**src/rtl/input_interrupt_queue.sv**
```systemverilog
// Debounced button event queue. Each debounced press or release becomes an
// "addi $IRQ_REG,$0,code" instruction at the head of a small FIFO.
module input_interrupt_queue #(
    parameter int NUM_BUTTONS     = 4,
    parameter int DEBOUNCE_CYCLES = 16,
    parameter int CNT_W           = 16,
    parameter int FIFO_DEPTH      = 8,
    parameter int IRQ_REG         = 27
) (
    input  logic                            clock,
    input  logic                            reset,
    input  logic [NUM_BUTTONS-1:0]          buttons,
    input  logic                            irq_ack,
    output logic [31:0]                     interrupt_instruction,
    output logic                            irq_pending,
    output logic [$clog2(FIFO_DEPTH):0]     fifo_count,
    output logic                            overflow
);

    localparam int AW = $clog2(FIFO_DEPTH);
    localparam logic [AW:0]      FULL_COUNT = (AW+1)'(FIFO_DEPTH);
    localparam logic [CNT_W-1:0] LAST_COUNT = CNT_W'(DEBOUNCE_CYCLES - 1);
    localparam logic [4:0]       IRQ_RD     = 5'(IRQ_REG);

    logic [NUM_BUTTONS-1:0] sync1;
    logic [NUM_BUTTONS-1:0] sync2;
    logic [NUM_BUTTONS-1:0] stable;
    logic [NUM_BUTTONS-1:0] pend;
    logic [NUM_BUTTONS-1:0] pend_edge;
    logic [CNT_W-1:0]       cnt [NUM_BUTTONS];

    // FIFO entries hold only {edge, idx}; the instruction is rebuilt at the head.
    logic [4:0]    mem [FIFO_DEPTH];
    logic [AW-1:0] wr_ptr;
    logic [AW-1:0] rd_ptr;
    logic [AW:0]   count;

    logic       push;
    logic       pop;
    logic       do_write;
    logic [3:0] sel_idx;
    logic       sel_edge;

    always_comb begin
        sel_idx  = 4'd0;
        sel_edge = 1'b0;
        for (int i = NUM_BUTTONS - 1; i >= 0; i--) begin
            if (pend[i]) begin
                sel_idx  = 4'(i);
                sel_edge = pend_edge[i];
            end
        end
    end

    assign push     = |pend;
    assign pop      = irq_ack && (count != '0);
    assign do_write = push && ((count != FULL_COUNT) || pop);

    always_ff @(posedge clock or negedge reset) begin
        if (!reset) begin
            sync1     <= '0;
            sync2     <= '0;
            stable    <= '0;
            pend      <= '0;
            pend_edge <= '0;
            for (int i = 0; i < NUM_BUTTONS; i++) cnt[i] <= '0;
        end else begin
            sync1 <= buttons;
            sync2 <= sync1;
            for (int i = 0; i < NUM_BUTTONS; i++) begin
                if (push && (sel_idx == 4'(i))) pend[i] <= 1'b0;
                // A fresh debounce event overrides the clear above.
                if (sync2[i] != stable[i]) begin
                    if (cnt[i] == LAST_COUNT) begin
                        stable[i]    <= sync2[i];
                        cnt[i]       <= '0;
                        pend[i]      <= 1'b1;
                        pend_edge[i] <= sync2[i];
                    end else begin
                        cnt[i] <= cnt[i] + 1'b1;
                    end
                end else begin
                    cnt[i] <= '0;
                end
            end
        end
    end

    always_ff @(posedge clock or negedge reset) begin
        if (!reset) begin
            wr_ptr   <= '0;
            rd_ptr   <= '0;
            count    <= '0;
            overflow <= 1'b0;
            for (int i = 0; i < FIFO_DEPTH; i++) mem[i] <= '0;
        end else begin
            if (do_write) begin
                mem[wr_ptr] <= {sel_edge, sel_idx};
                wr_ptr      <= wr_ptr + 1'b1;
            end
            if (pop) rd_ptr <= rd_ptr + 1'b1;
            if (push && !do_write) overflow <= 1'b1;
            case ({do_write, pop})
                2'b10:   count <= count + 1'b1;
                2'b01:   count <= count - 1'b1;
                default: count <= count;
            endcase
        end
    end

    logic [4:0]  head;
    logic [16:0] imm;

    assign head                  = mem[rd_ptr];
    assign imm                   = {11'b0, 1'b1, head[4], head[3:0]};
    assign irq_pending           = (count != '0);
    assign fifo_count            = count;
    assign interrupt_instruction = irq_pending ? {5'b00101, IRQ_RD, 5'd0, imm} : 32'h0;

endmodule

```
**config.mk**
```make
export PLATFORM = sky130hd
export DESIGN_NAME = input_interrupt_queue
export DESIGN_NICKNAME = d
export VERILOG_FILES = /design/src/rtl/input_interrupt_queue.sv
export SDC_FILE = /design/constraint.sdc
export NUM_CORES = 1
export LEC_CHECK = 0
export ABC_AREA = 0
export ABC_CLOCK_PERIOD_IN_PS = 5600
export BUFFER_PORTS_ARGS = -buffer_cell sky130_fd_sc_hd__buf_2
export CORE_ASPECT_RATIO = 0.6
export CORE_MARGIN = 4
export CORE_UTILIZATION = 64
export DETAILED_ROUTE_END_ITERATION = 8
export PLACE_DENSITY = 0.95
export SYNTH_ARGS = -nofsm -noshare
export SYNTH_HDL_FRONTEND = slang
export SYNTH_SLANG_ARGS = --single-unit
```
**constraint.sdc**
```tcl
create_clock -name clock -period 5.6 [get_ports clock]
set_input_delay 1.68 -clock clock [delete_from_list [all_inputs] [get_ports clock]]
set_output_delay 1.68 -clock clock [all_outputs]
set_load 0.005 [all_outputs]
```
==> summary.md, run 1 <==
| Metric | Value |
|---|---|
| Die Width | around 130 microns |
| Synth warnings | 0 |
| Final Hold Vio Count | 0 |
| Critical path class | reg -> out |
| Met1 GRT Util | 31.2% |
| Vias in the first global route | approximately 4,000 |
| Share of cells above drive strength 1 | 16.7% |
| Diodes inserted | 0 |
| Design Area, Final | 6260 sq um |
| Cell area power density | 354 nW/um^2 |
| Site Rows | 26 |
| Slew @ Worst Pin | approximately 1.0 ns |
| Largest family of logic cells by synthesized area | simple AND/OR/NAND/NOR gates |
| Setup_tns | 0 ns |
| Total gr overflow | 0 |
| Critical path fanouts, max | 8 |
| Mux cell area share after synthesis | 9.13% |
| Yosys cell types | 42 |
| Hold Path Depth | 0 |
| Yosys reg bits | around 120 |
| Final nets | approximately 550 |
| Setup-failing EPs final | 0 |
| Area grow syn2layout | 11.3% |
| Worst EP arrival | 2.24 ns |
| Syn Inst Count | ~520 |
| Unrepaired setup endpoints after global routing | false |
| DRT Wirelength | 11.5 mm |
| Largest net degree at the start of global routing | 82 |
| Routed WL per cell | about 17 microns |
| Starting density of the core | 65.9% |
| Worst setup EP type | primary output |
| Crit-path max cell delay | 0.91 ns |
| Adder-Cell Fraction of Synth Area | 2.00% |
| FILL cells | ~570 |
| Worst hold path type | reg -> reg |
| EDFF count, synth | 0 |
| Worst-Skew Late Latency | between 0.4 and 0.5 ns |
| Num CTS Buffers | 17 |
| Post-synthesis xor/xnor area fraction | 10.4% |
| Reg clk slew, reported paths | 0.05 ns |
| Max cap viols | 0 |
| Rel. slew slack | a little under a third |
| M3 GR Usage | 6.84% |
| Status | finished clean |
| First-pass GRT wire length | around 19 mm |
| TritonCTS clock tree | yes |
| Final Slew Violations | 0 |
| Initial antenna violation count | 0 |
| Drt pass-1 iters | 4 |
| Clock sink count | around 120 |
| GR Util All Layers | between 20% and 30% |
| Synth Area in Compound Gates | under 10% |
| Hold-fix buffers, CTS | 0 |
| Type of origin of the critical path | register |
| CP max stage cell | nor4_1 |
| Synth Cell Area | around 5600 sq um |
| First DRT Iteration DRCs | 255 |
| Met2 Usage GRT | between 30% and 40% |
| Leak Pwr | between 2 and 3 nW |
| Depth of the worst register-to-register path | 9 |
| Max Root-Sink Buffers | 2 |
| FMAX | 0.255 GHz |
| Placer Congestion | between 0.8 and 0.9 |
| Peak VDD IR | 235 uV |
| H-tree depth | 4 |
| Core area | 8520 sq um |
| DRC viols | 0 |
| Vias per cell | 5.88 |
| Port buffer count | 22 |
| Avg Cell Area, Syn | around 11 sq um |
| Num ports | 45 |
| Die Y | between 80 and 90 microns |
| Simple-Gate Fraction of Synth Area | between 15 and 20% |
| Setup bufs post-CTS | 0 |
| Finished Layout Cells | 658 |
| Via count | between 3,000 and 4,000 |
| Worst Skew | between 0.01 and 0.015 ns |
| Post-synth top flop | dfrtp_1 |
| Tcrit/Tclk final | between 70 and 80% |
| Tmin final | around 4 ns |
| Ys async rst share | between 90% and 100% |
| Root buffer cell | clkbuf_16 |
| Area after DPL | around 5700 sq um |
| Cells along the critical path | nor4_1, inv_1, buf_2 |
| Post-DP HPWL | about 7.6 mm |
| Dpl cells | between 600 and 700 |
| Worst Path Required | ~4 ns |
| Remaining antenna violation count | 0 |
| GR peak layer | met2 |
| Die area | 10,400 sq um |
| Cts repair resizes | 0 |
| Sequential share of the synthesized area | around half |
==> cells in the final DEF (no fill, tap or decap), types with 4 or more instances in the layout <==
cell type and count:
nand4_1 17, dfrtp_1 115, nor2_1 74, xor2_1 20, nand2_1 25, clkbuf_16 17, xnor2_1 47, and3_1 10
buf_2 21, nand3_1 25, a21oi_1 4, nor3_1 16, nor4_1 26, ha_1 9, mux2i_1 4, mux2_2 27
mux4_2 6, conb_1 22, clkbuf_1 4, inv_1 12
==> registers in the layout, summed over array words and instances, names as in the netlist, 4 cells and up <==
register,cells
sync2,4
fifo_count,4
cnt,64
mem,24
pend,4
sync1,4
==> routing by layer <==
layer | share of wire, % | vias up
li1 | - | 1775
met1 | 43 | 1933
met2 | 49 | 139
met3 | 6.7 | 20
met4 | 1.6 | 0
met5 | 0 | -
==> stage by stage <==
step / power, W / hold slack (ns) / setup slack, ns / utilization (%)
final: 0.00221 / 0.359 / 1.68 / 73.4
after global routing: 0.00230 / 0.376 / 1.52 / 73.4
after CTS: 0.00223 / 0.357 / 1.67 / 73.4
after detailed placement: 0.00116 / 0.342 / 2.10 / 66.7
after global placement: 0.00114 / 0.332 / 2.18 / 66.7
after floorplan: 0.00111 / 0.331 / 2.37 / -
==> power breakdown <==
part / switching [W] / total [W] / leakage (nW) / internal (W)
clock network: 0.000351 / 0.00106 / 0.283 / 0.000712
registers: 0.0000802 / 0.000950 / 1.56 / 0.000870
logic: 0.0000977 / 0.000200 / 0.942 / 0.000102
total: 0.000529 / 0.00221 / 2.78 / 0.00168
==> final timing paths <==
check                                          start                         to  slack (ns)
setup / recovery           fifo_count[2]$_DFFE_PN0P_  interrupt_instruction[29]        1.68
max in group asynchronous                      reset          cnt[52]$_DFF_PN0_        3.14
min in group asynchronous                      reset          cnt[10]$_DFF_PN0_        1.43
setup reg to reg           fifo_count[2]$_DFFE_PN0P_  fifo_count[2]$_DFFE_PN0P_        2.55
hold reg to reg                   sync1[1]$_DFF_PN0_         sync2[1]$_DFF_PN0_        0.36
hold / removal                    sync1[1]$_DFF_PN0_         sync2[1]$_DFF_PN0_        0.36
==> cell usage after synthesis (all sizes together) (6+ instances only) <==
cell	number	area, sq um
nor4	27	175
and3	10	62.6
buf	32	231
nand4	17	106
mux2	30	338
xnor2	47	412
nor3	17	90.1
nand2	25	93.8
ha	9	113
mux4	6	135
nand3	25	125
inv	13	48.8
clkbuf	11	43.8
dfrtp	115	2880
xor2	20	175
nor2	74	278
==> worst max-delay path: cells and delay by family, from the launching register on <==
family,cells,cell delay (ns)
AND/OR/NAND/NOR,1,0.91
flip-flops,1,0.46
buffers and inverters,2,0.47
==> layout make-up <==
class,count,area (sq um),share of cell area [%]
Sequential cell,115,2880,46.0
Multi-Input combinational cell,366,2500,39.9
Clock buffer,23,468,7.48
Tap cell,112,140,2.24
Timing Repair Buffer,23,120,1.92
Clock inverter,6,105,1.68
Inverter,13,48.8,0.780
==> kinds of logic (layout without fill, tap and decap cells) <==
family	Yosys count	in the layout
xor gates and xnor gates	67	67
AOI/OAI and AO/OA	13	13
other	1	22
buffers and inverters	56	65
and+or+nand+nor	215	215
muxes	40	40
adders and majority gates	9	9
DFF	115	115
Note: power is estimated with default switching activity, not from simulation.
==> run 2: changes to the inputs <==
==> config.mk (replaced) <==
export PLATFORM = sky130hd
export DESIGN_NAME = input_interrupt_queue
export DESIGN_NICKNAME = d
export VERILOG_FILES = /design/src/rtl/input_interrupt_queue.sv
export SDC_FILE = /design/constraint.sdc
export NUM_CORES = 1
export LEC_CHECK = 0
export ABC_AREA = 1
export ABC_CLOCK_PERIOD_IN_PS = 3950
export BUFFER_PORTS_ARGS = -buffer_cell sky130_fd_sc_hd__buf_2
export CORE_ASPECT_RATIO = 0.6
export CORE_MARGIN = 4
export CORE_UTILIZATION = 61
export DETAILED_ROUTE_END_ITERATION = 8
export PLACE_DENSITY = 0.92
export SYNTH_ARGS = -nofsm -noshare
export SYNTH_HDL_FRONTEND = slang
export SYNTH_SLANG_ARGS = --single-unit
==> constraint.sdc (replaced) <==
create_clock -name clock -period 3.95 [get_ports clock]
set_input_delay 1.185 -clock clock [delete_from_list [all_inputs] [get_ports clock]]
set_output_delay 1.185 -clock clock [all_outputs]
set_load 0.005 [all_outputs]
==> run 2 against run 1 <==
  * Synthesized cell count up 52%
  * Final cell count up 46%
  * Critical path type unchanged
  * Count of clock-buffer cells in the layout down 4
  * Largest power group unchanged
  * Critical endpoint is now interrupt_instruction[4]
  * Largest cell class unchanged
  * Area after synthesis up 9.4%
  * Clock power up 49%
  * Total power up 53%
==> summary.md, run 2 <==
| Metric | Value |
|---|---|
| Status | finished clean |
| Critical path fanouts, max | 20 (+12) |
| Core area | 9840 sq um (+16%) |
| Post-DP HPWL | 9.05 mm (+19%) |
| Max reg flops | 64 (unchanged) |
| First DRT Iteration DRCs | 636 (+150%) |
| Count leader, synth | nand2_1 |
| Final nets | 827 (+50%) |
| Worst setup EP type | primary output |
| Sequential share of the synthesized area | 46.8% (-4.4 points) |
| Tmin final | between 3 and 4 ns |
| Tcrit/Tclk final | 82.7% |
| Total gr overflow | 0 (unchanged) |
| Worst Skew | 0.0110 ns (-0.00190 ns) |
| Cell area power density | 493 nW/um^2 (+40%) |
| Flop-to-flop setup slack | 1.64 ns (-0.91 ns) |
| Cell taking the most area after synthesis | dfrtp_1 |
| Leak Pwr | 3.20 nW (+15%) |
| Worst Path Required | 2.76 ns (-1.16 ns) |
| FMAX | ~0.31 GHz |
| Synth Cell Area | 6150 sq um (+9.4%) |
| Design Area, Final | 6870 sq um (+9.9%) |
| Max Root-Sink Buffers | 2 (unchanged) |
| R2R Path End | fifo_count[2]$_DFFE_PN0P_ |
| Num ports | 45 (unchanged) |
| Clock sink count | 115 (unchanged) |
| Peak VDD IR | 321 uV (+37%) |
| Cts repair resizes | 0 (unchanged) |
| Most frequent cells in the layout | nand2_1 (175), nor2_1 (134), dfrtp_1 (115) |
| Num CTS Buffers | 17 (unchanged) |
| Via count | 5,223 (+35%) |
| Worst-Skew Late Latency | 0.42 ns (about the same) |
| Top post-synthesis cells by area | dfrtp_1 (47%), nand2_1 (11%), nor2_1 (8.2%) |
| Post-synth top flop | dfrtp_1 |
| Setup-failing EPs final | 0 (unchanged) |
| Synth warnings | 0 (unchanged) |
| Worst EP arrival | 2.08 ns (-0.16 ns) |
| Final core occ | 69.8% (-3.6 points) |
| Synth Area in Compound Gates | 6.53% (+4.8 points) |
| Unrepaired setup endpoints after global routing | false |
| TritonCTS clock tree | yes |
| Area after DPL | 6260 sq um (+10%) |
| Routed WL per cell | 14.4 microns (-17%) |
| Vias in the first global route | 4,916 (+26%) |
| H-tree depth | 4 (unchanged) |
| Ys async rst share | 100% (unchanged) |
| Avg Cell Area, Syn | 7.83 sq um (-28%) |
| Die area | 11,800 sq um (+14%) |
| FILL cells | 723 (+26%) |
| Port buffer count | 22 (unchanged) |
| Placer Congestion | 0.936 (+9.2%) |
| EDFF count, synth | 0 (unchanged) |
| Share of cells above drive strength 1 | 9.59% (-7.1 points) |
| Largest register by flop count | cnt |
| Rel. slew slack | 49.0% (+19 points) |
| Setup bufs post-CTS | 0 (unchanged) |
| Yosys reg bits | 115 (unchanged) |
| Commonest non-fill, non-tap cell in the layout | nand2_1 |
| Type of origin of the critical path | register |
| Root buffer cell | clkbuf_16 |
| Hold Path Depth | 0 (unchanged) |
| Slew @ Worst Pin | 0.765 ns (-0.272 ns) |
| Simple-Gate Fraction of Synth Area | 31.0% (+11 points) |
| DRC viols | 0 (unchanged) |
| Area grow syn2layout | 11.8% |
| Share of the synthesized area in the top cell type | 46.8% (-4.4 points) |
| Yosys cell types | 31 (-26%) |
| Hold slack | 0.348 ns (-0.0106 ns) |
| Initial antenna violation count | 0 (unchanged) |
| Largest family of logic cells by synthesized area | simple AND/OR/NAND/NOR gates |
| First-pass GRT wire length | 23.6 mm (+24%) |
| Diodes inserted | 0 (unchanged) |
| Vias per cell | 5.45 (-7.3%) |
| Final Slew Violations | 0 (unchanged) |
| Hold-fix buffers, CTS | 0 (unchanged) |
| Post-synthesis xor/xnor area fraction | 4.13% (-6.3 points) |
| FF-to-FF Start | fifo_count[1]$_DFFE_PN0P_ |
| Largest net degree at the start of global routing | 63 (-23%) |
| Die Width | 138 microns (+6.7%) |
| Setup_tns | 0 ns (unchanged) |
| Largest regs | cnt x64, mem x24 |
| Hold endpoint | sync2[3]$_DFF_PN0_ |
| Syn Inst Count | 785 (+52%) |
| Starting density of the core | 62.5% (-3.5 points) |
| Max cap viols | 0 (unchanged) |
| Worst hold path type | reg -> reg |
| Drt pass-1 iters | 5 (+1) |
| GR Util All Layers | 25.5% (+1.5 points) |
| Die Y | 85.8 microns (+6.4%) |
| DRT Wirelength | 13.8 mm (+20%) |
| Adder-Cell Fraction of Synth Area | 1.83% (-0.17 points) |
| Critical path class | reg -> out |
| Hold Crit Start | sync1[3]$_DFF_PN0_ |
| Final Hold Vio Count | 0 (unchanged) |
| Site Rows | 28 (+7.7%) |
| Commonest cells in the netlist | nand2_1 (175), nor2_1 (134), dfrtp_1 (115) |
| Depth of the worst register-to-register path | 11 (+2) |
| Mux cell area share after synthesis | 0% (-9.1 points) |
| Reg clk slew, reported paths | 0.06 ns (about the same) |
| Remaining antenna violation count | 0 (unchanged) |
## run 2: critical path, cell delays in order (launching register included)
cell     delay, ns
dfrtp_1       0.72
inv_1         0.28
a21oi_1       0.22
o21ai_0       0.12
nand2_1       0.07
nor2_1        0.04
nor2_1        0.09
buf_2         0.11
## run 2: cell type report
type / count / area, sq um / share of cell area [%]
sequential: 115 / 2880 / 41.9
multi-input combinational: 567 / 2760 / 40.1
clock buffer: 19 / 453 / 6.59
inverter: 87 / 327 / 4.75
tap: 135 / 169 / 2.46
clock inverter: 13 / 159 / 2.31
timing repair buffer: 23 / 133 / 1.93
## run 2: layer usage
layer | wire length, microns | GRT usage, % | vias to the layer above
met5 | 0 | 0 | -
met4 | 289 | 9.51 | 0
met3 | 1060 | 6.33 | 34
met1 | 6290 | 37.1 | 2457
met2 | 6160 | 37.1 | 214
li1 | - | - | 2518
## run 2: where the power goes
group | internal, W | leakage (nW) | switching (W) | total, W
Sequential | 0.00123 | 1.49 | 0.000106 | 0.00134
Combinational | 0.000197 | 1.42 | 0.000279 | 0.000477
Clock | 0.00102 | 0.295 | 0.000558 | 0.00158
## run 2: through the flow
stage | instances | setup slack (ns) | power [W]
after global routing | 959 | 0.489 | 0.00355
after global placement | 927 | 1.03 | 0.00179
after detailed placement | 927 | 0.967 | 0.00181
after floorplan | 806 | 1.31 | 0.00170
after CTS | 959 | 0.708 | 0.00340
final | 959 | 0.685 | 0.00339
## run 2: worst max path at each step
stage / slack [ns] / end / start
4_1_cts: 0.71 / interrupt_instruction[4] / rd_ptr[0]$_DFFE_PN0P_
3_5_place_dp: 0.97 / fifo_count[2]$_DFFE_PN0P_ / irq_ack
2_1_floorplan: 1.31 / fifo_count[2]$_DFFE_PN0P_ / irq_ack
3_3_place_gp: 1.03 / fifo_count[2]$_DFFE_PN0P_ / irq_ack
6_report: 0.69 / interrupt_instruction[4] / rd_ptr[0]$_DFFE_PN0P_
5_1_grt: 0.49 / interrupt_instruction[4] / rd_ptr[0]$_DFFE_PN0P_
## run 2: logic make-up after synthesis
logic type | after synthesis
XOR/XNOR | 29
adder cells (fa/ha/maj) | 9
AND/OR/NAND/NOR | 431
flip-flops | 115
AO/OA/AOI/OAI | 76
other | 1
buffers and inverters | 124
==> run 3: changes to the inputs <==
--- a/config.mk
+++ b/config.mk
@@ -6,13 +6,13 @@
 export NUM_CORES = 1
 export LEC_CHECK = 0
 export ABC_AREA = 1
-export ABC_CLOCK_PERIOD_IN_PS = 3950
+export ABC_CLOCK_PERIOD_IN_PS = 3000
 export BUFFER_PORTS_ARGS = -buffer_cell sky130_fd_sc_hd__buf_2
 export CORE_ASPECT_RATIO = 0.6
 export CORE_MARGIN = 4
-export CORE_UTILIZATION = 61
+export CORE_UTILIZATION = 55
 export DETAILED_ROUTE_END_ITERATION = 8
-export PLACE_DENSITY = 0.92
+export PLACE_DENSITY = 0.88
 export SYNTH_ARGS = -nofsm -noshare
 export SYNTH_HDL_FRONTEND = slang
 export SYNTH_SLANG_ARGS = --single-unit
==> constraint.sdc (replaced) <==
create_clock -name clock -period 3 [get_ports clock]
set_input_delay 0.9 -clock clock [delete_from_list [all_inputs] [get_ports clock]]
set_output_delay 0.9 -clock clock [all_outputs]
set_load 0.005 [all_outputs]
==> run 3 against run 2 <==
  * Sequential power is 31% higher
  * Design area hardly changed
  * Largest power group unchanged
  * Die area rose by 10%
  * Final cell count is 0.42% higher
  * Flip-flop and latch count unchanged
  * Global-route usage shrank 3.6 points
  * Largest cell class unchanged
  * Register-to-register slack got worse by 0.96 ns
  * Clock skew fell by 0.0047 ns
  * Clock power increased by 25%
  * Wire length fell by 1.8%
  * Sequential share of layout area is 0.056 points higher
==> summary.md, run 3 (synthesis results as in run 2) <==
| Metric | Value |
|---|---|
| Num CTS Buffers | 17 (unchanged) |
| Final core occ | 63.9% (-5.9 points) |
| Worst Path Required | 2.10 ns (-0.66 ns) |
| Port buffer count | 22 (unchanged) |
| Drt pass-1 iters | 5 (unchanged) |
| Switch share | 26.7% (-1.0 points) |
| Seq pwr share | 40.5% (+1.1 points) |
| Remaining antenna violation count | 0 (unchanged) |
| Worst setup EP type | primary output |
| Share of cells above drive strength 1 | 9.10% (-0.49 points) |
| Commonest non-fill, non-tap cell in the layout | nand2_1 |
| Cells along the critical path | inv_1, a21oi_1, o21ai_0, nand2_1, nor2_1, nor2_1, buf_2 |
| Psw | 0.00116 W (+23%) |
| DRC viols | 0 (unchanged) |
| Type of origin of the critical path | register |
| Worst-Skew Late Latency | 0.41 ns (about the same) |
| FMAX | roughly 0.38 GHz |
| Critical path fanouts, max | 20 (unchanged) |
| Site Rows | 29 (+3.6%) |
| Vias in the first global route | 4,670 (-5.0%) |
| Peak VDD IR | 413 uV (+29%) |
| Final nets | 829 (+0.24%) |
| H-tree depth | 4 (unchanged) |
| Clock sink count | 115 (unchanged) |
| Largest net degree at the start of global routing | 42 (-33%) |
| Clock Power Share | 45.4% (-1.1 points) |
| Starting density of the core | 57.2% (-5.2 points) |
| Max reg flops | 64 (unchanged) |
| Critical path class | reg -> out |
| Via count | 5,169 (-1.0%) |
| Die area | 13,000 sq um (+10%) |
| Area grow syn2layout | 11.7% (about the same) |
| Setup_tns | 0 ns (unchanged) |
| Die Width | 144 microns (+5.0%) |
| Num ports | 45 (unchanged) |
| Diodes inserted | 0 (unchanged) |
| Cell area power density | 633 nW/um^2 (+28%) |
| Hold slack | 0.344 ns (-0.00491 ns) |
| Leak Pwr | 3.20 nW (-0.18%) |
| Top cell by count, worst path | nor2_1 |
| Status | finished clean |
| CP max stage cell | dfrtp_2 |
| CP delay by family, top | flip-flops |
| Slew @ Worst Pin | 0.851 ns (+0.0860 ns) |
| Tcrit/Tclk final | 88.2% |
| Final Slew Violations | 0 (unchanged) |
| Worst hold path type | reg -> reg |
| Initial antenna violation count | 0 (unchanged) |
| Worst Skew | 0.00637 ns (-0.00466 ns) |
| Reg clk slew, reported paths | 0.05 ns (about the same) |
| Worst EP arrival | 1.74 ns (-0.34 ns) |
| Total gr overflow | 0 (unchanged) |
| Max Root-Sink Buffers | 2 (unchanged) |
| Pint | 0.00319 W (+30%) |
| Unrepaired setup endpoints after global routing | false |
| Root buffer cell | clkbuf_16 |
| Setup-failing EPs final | 0 (unchanged) |
| Largest register by flop count | cnt |
| First-pass GRT wire length | 22.9 mm (-2.8%) |
| Die Y | 89.9 microns (+4.8%) |
| Hold-fix buffers, CTS | 0 (unchanged) |
| Tmin final | about 2.6 ns |
| GR Util All Layers | 21.9% (-3.6 points) |
| Rel. slew slack | 43.3% (-5.7 points) |
| Vias per cell | 5.37 (-1.4%) |
| Max cap viols | 0 (unchanged) |
| Largest regs | cnt x64, mem x24 |
| TritonCTS clock tree | yes |
| Worst path bufs/invs | 2 (unchanged) |
| Comb pwr share | 14.2% (about the same) |
| Post-DP HPWL | 9.31 mm (+2.9%) |
| Crit-path max cell delay | 0.55 ns (-0.17 ns) |
| Final Hold Vio Count | 0 (unchanged) |
| Routed WL per cell | 14.1 microns (-2.2%) |
| Core area | 10,700 sq um (+9.1%) |
| Most frequent cells in the layout | nand2_1 (175), nor2_1 (134), dfrtp_1 (114) |
| DRT Wirelength | 13.5 mm (-1.8%) |
| Placer Congestion | 0.915 (-2.3%) |
| First DRT Iteration DRCs | 531 (-17%) |
-- run 3: changes by cell type in the layout (fill, tap and decap cells not counted) --
cell | before | now
buf_12 | 1 | 2
buf_4 | 1 | 2
bufinv_16 | 3 | 2
clkbuf_1 | 0 | 5
clkbuf_8 | 2 | 4
clkinv_2 | 4 | 1
clkinv_4 | 3 | 0
clkinvlp_4 | 3 | 1
dfrtp_1 | 115 | 114
dfrtp_2 | 0 | 1
-- run 3: power groups by stage --
| stage | Sequential, W | Combinational [W] | Clock (W) |
|---|---|---|---|
| after global routing | 0.00177 | 0.000720 | 0.00206 |
| after global placement | 0.00177 | 0.000598 | 0 |
| after floorplan | 0.00171 | 0.000530 | 0 |
| after CTS | 0.00175 | 0.000621 | 0.00198 |
| final | 0.00176 | 0.000616 | 0.00197 |
| after detailed placement | 0.00178 | 0.000617 | 0 |
-- run 3: repair_timing --
action,in CTS,in global routing
setup endpoints to repair,0,3
buffers inserted,0,0
gates resized for setup,0,1
endpoints found under the hold margin,0,0
-- run 3: layout make-up --
type                       instances  area, sq um
fill                             844         3870
sequential                       115         2880
multi-input combinational        567         2760
clock buffer                      26          499
inverter                          87          327
tap                              139          174
timing repair buffer              25          160
clock inverter                     4         72.6
-- run 3: final timing paths --
kind,startpoint,cells after the start,end,slack [ns]
min,sync1[3]$_DFF_PN0_,0,sync2[3]$_DFF_PN0_,0.34
max,rd_ptr[0]$_DFFE_PN0P_,7,interrupt_instruction[0],0.36
min in group asynchronous,reset,1,cnt[58]$_DFF_PN0_,0.49
max in group asynchronous,reset,2,rd_ptr[0]$_DFFE_PN0P_,1.90
min reg2reg,sync1[3]$_DFF_PN0_,0,sync2[3]$_DFF_PN0_,0.34
max reg2reg,fifo_count[1]$_DFFE_PN0P_,11,fifo_count[2]$_DFFE_PN0P_,0.68
-- run 3: per-layer routing --
metal,up-vias,share of wire [%],track usage (%)
li1,2519,-,-
met1,2440,48,34.3
met2,186,43,30.2
met3,24,7.4,5.41
met4,0,1.3,5.75
met5,-,0,0
-- run 3: through the flow --
step                      area (sq um)  power (W)  setup WS, ns  std cells
final                             6870    0.00435         0.355        963
after global routing              6870    0.00455         0.197        963
after CTS                         6870    0.00436         0.156        963
after detailed placement          6290    0.00239         0.552        933
after global placement            6290    0.00237         0.645        933
after floorplan                   6230    0.00224         0.645        806
-- run 3: worst reg2reg max path, stage by stage (launching register included) --
cell and delay [ns]:
dfrtp_1 0.44, nor2_2 0.17, nand2_1 0.24, nand2_1 0.21
inv_1 0.13, ha_1 0.26, nor2_1 0.11, nor2_1 0.07
ha_1 0.17, a21oi_1 0.16, xor2_1 0.16, o21ai_0 0.08
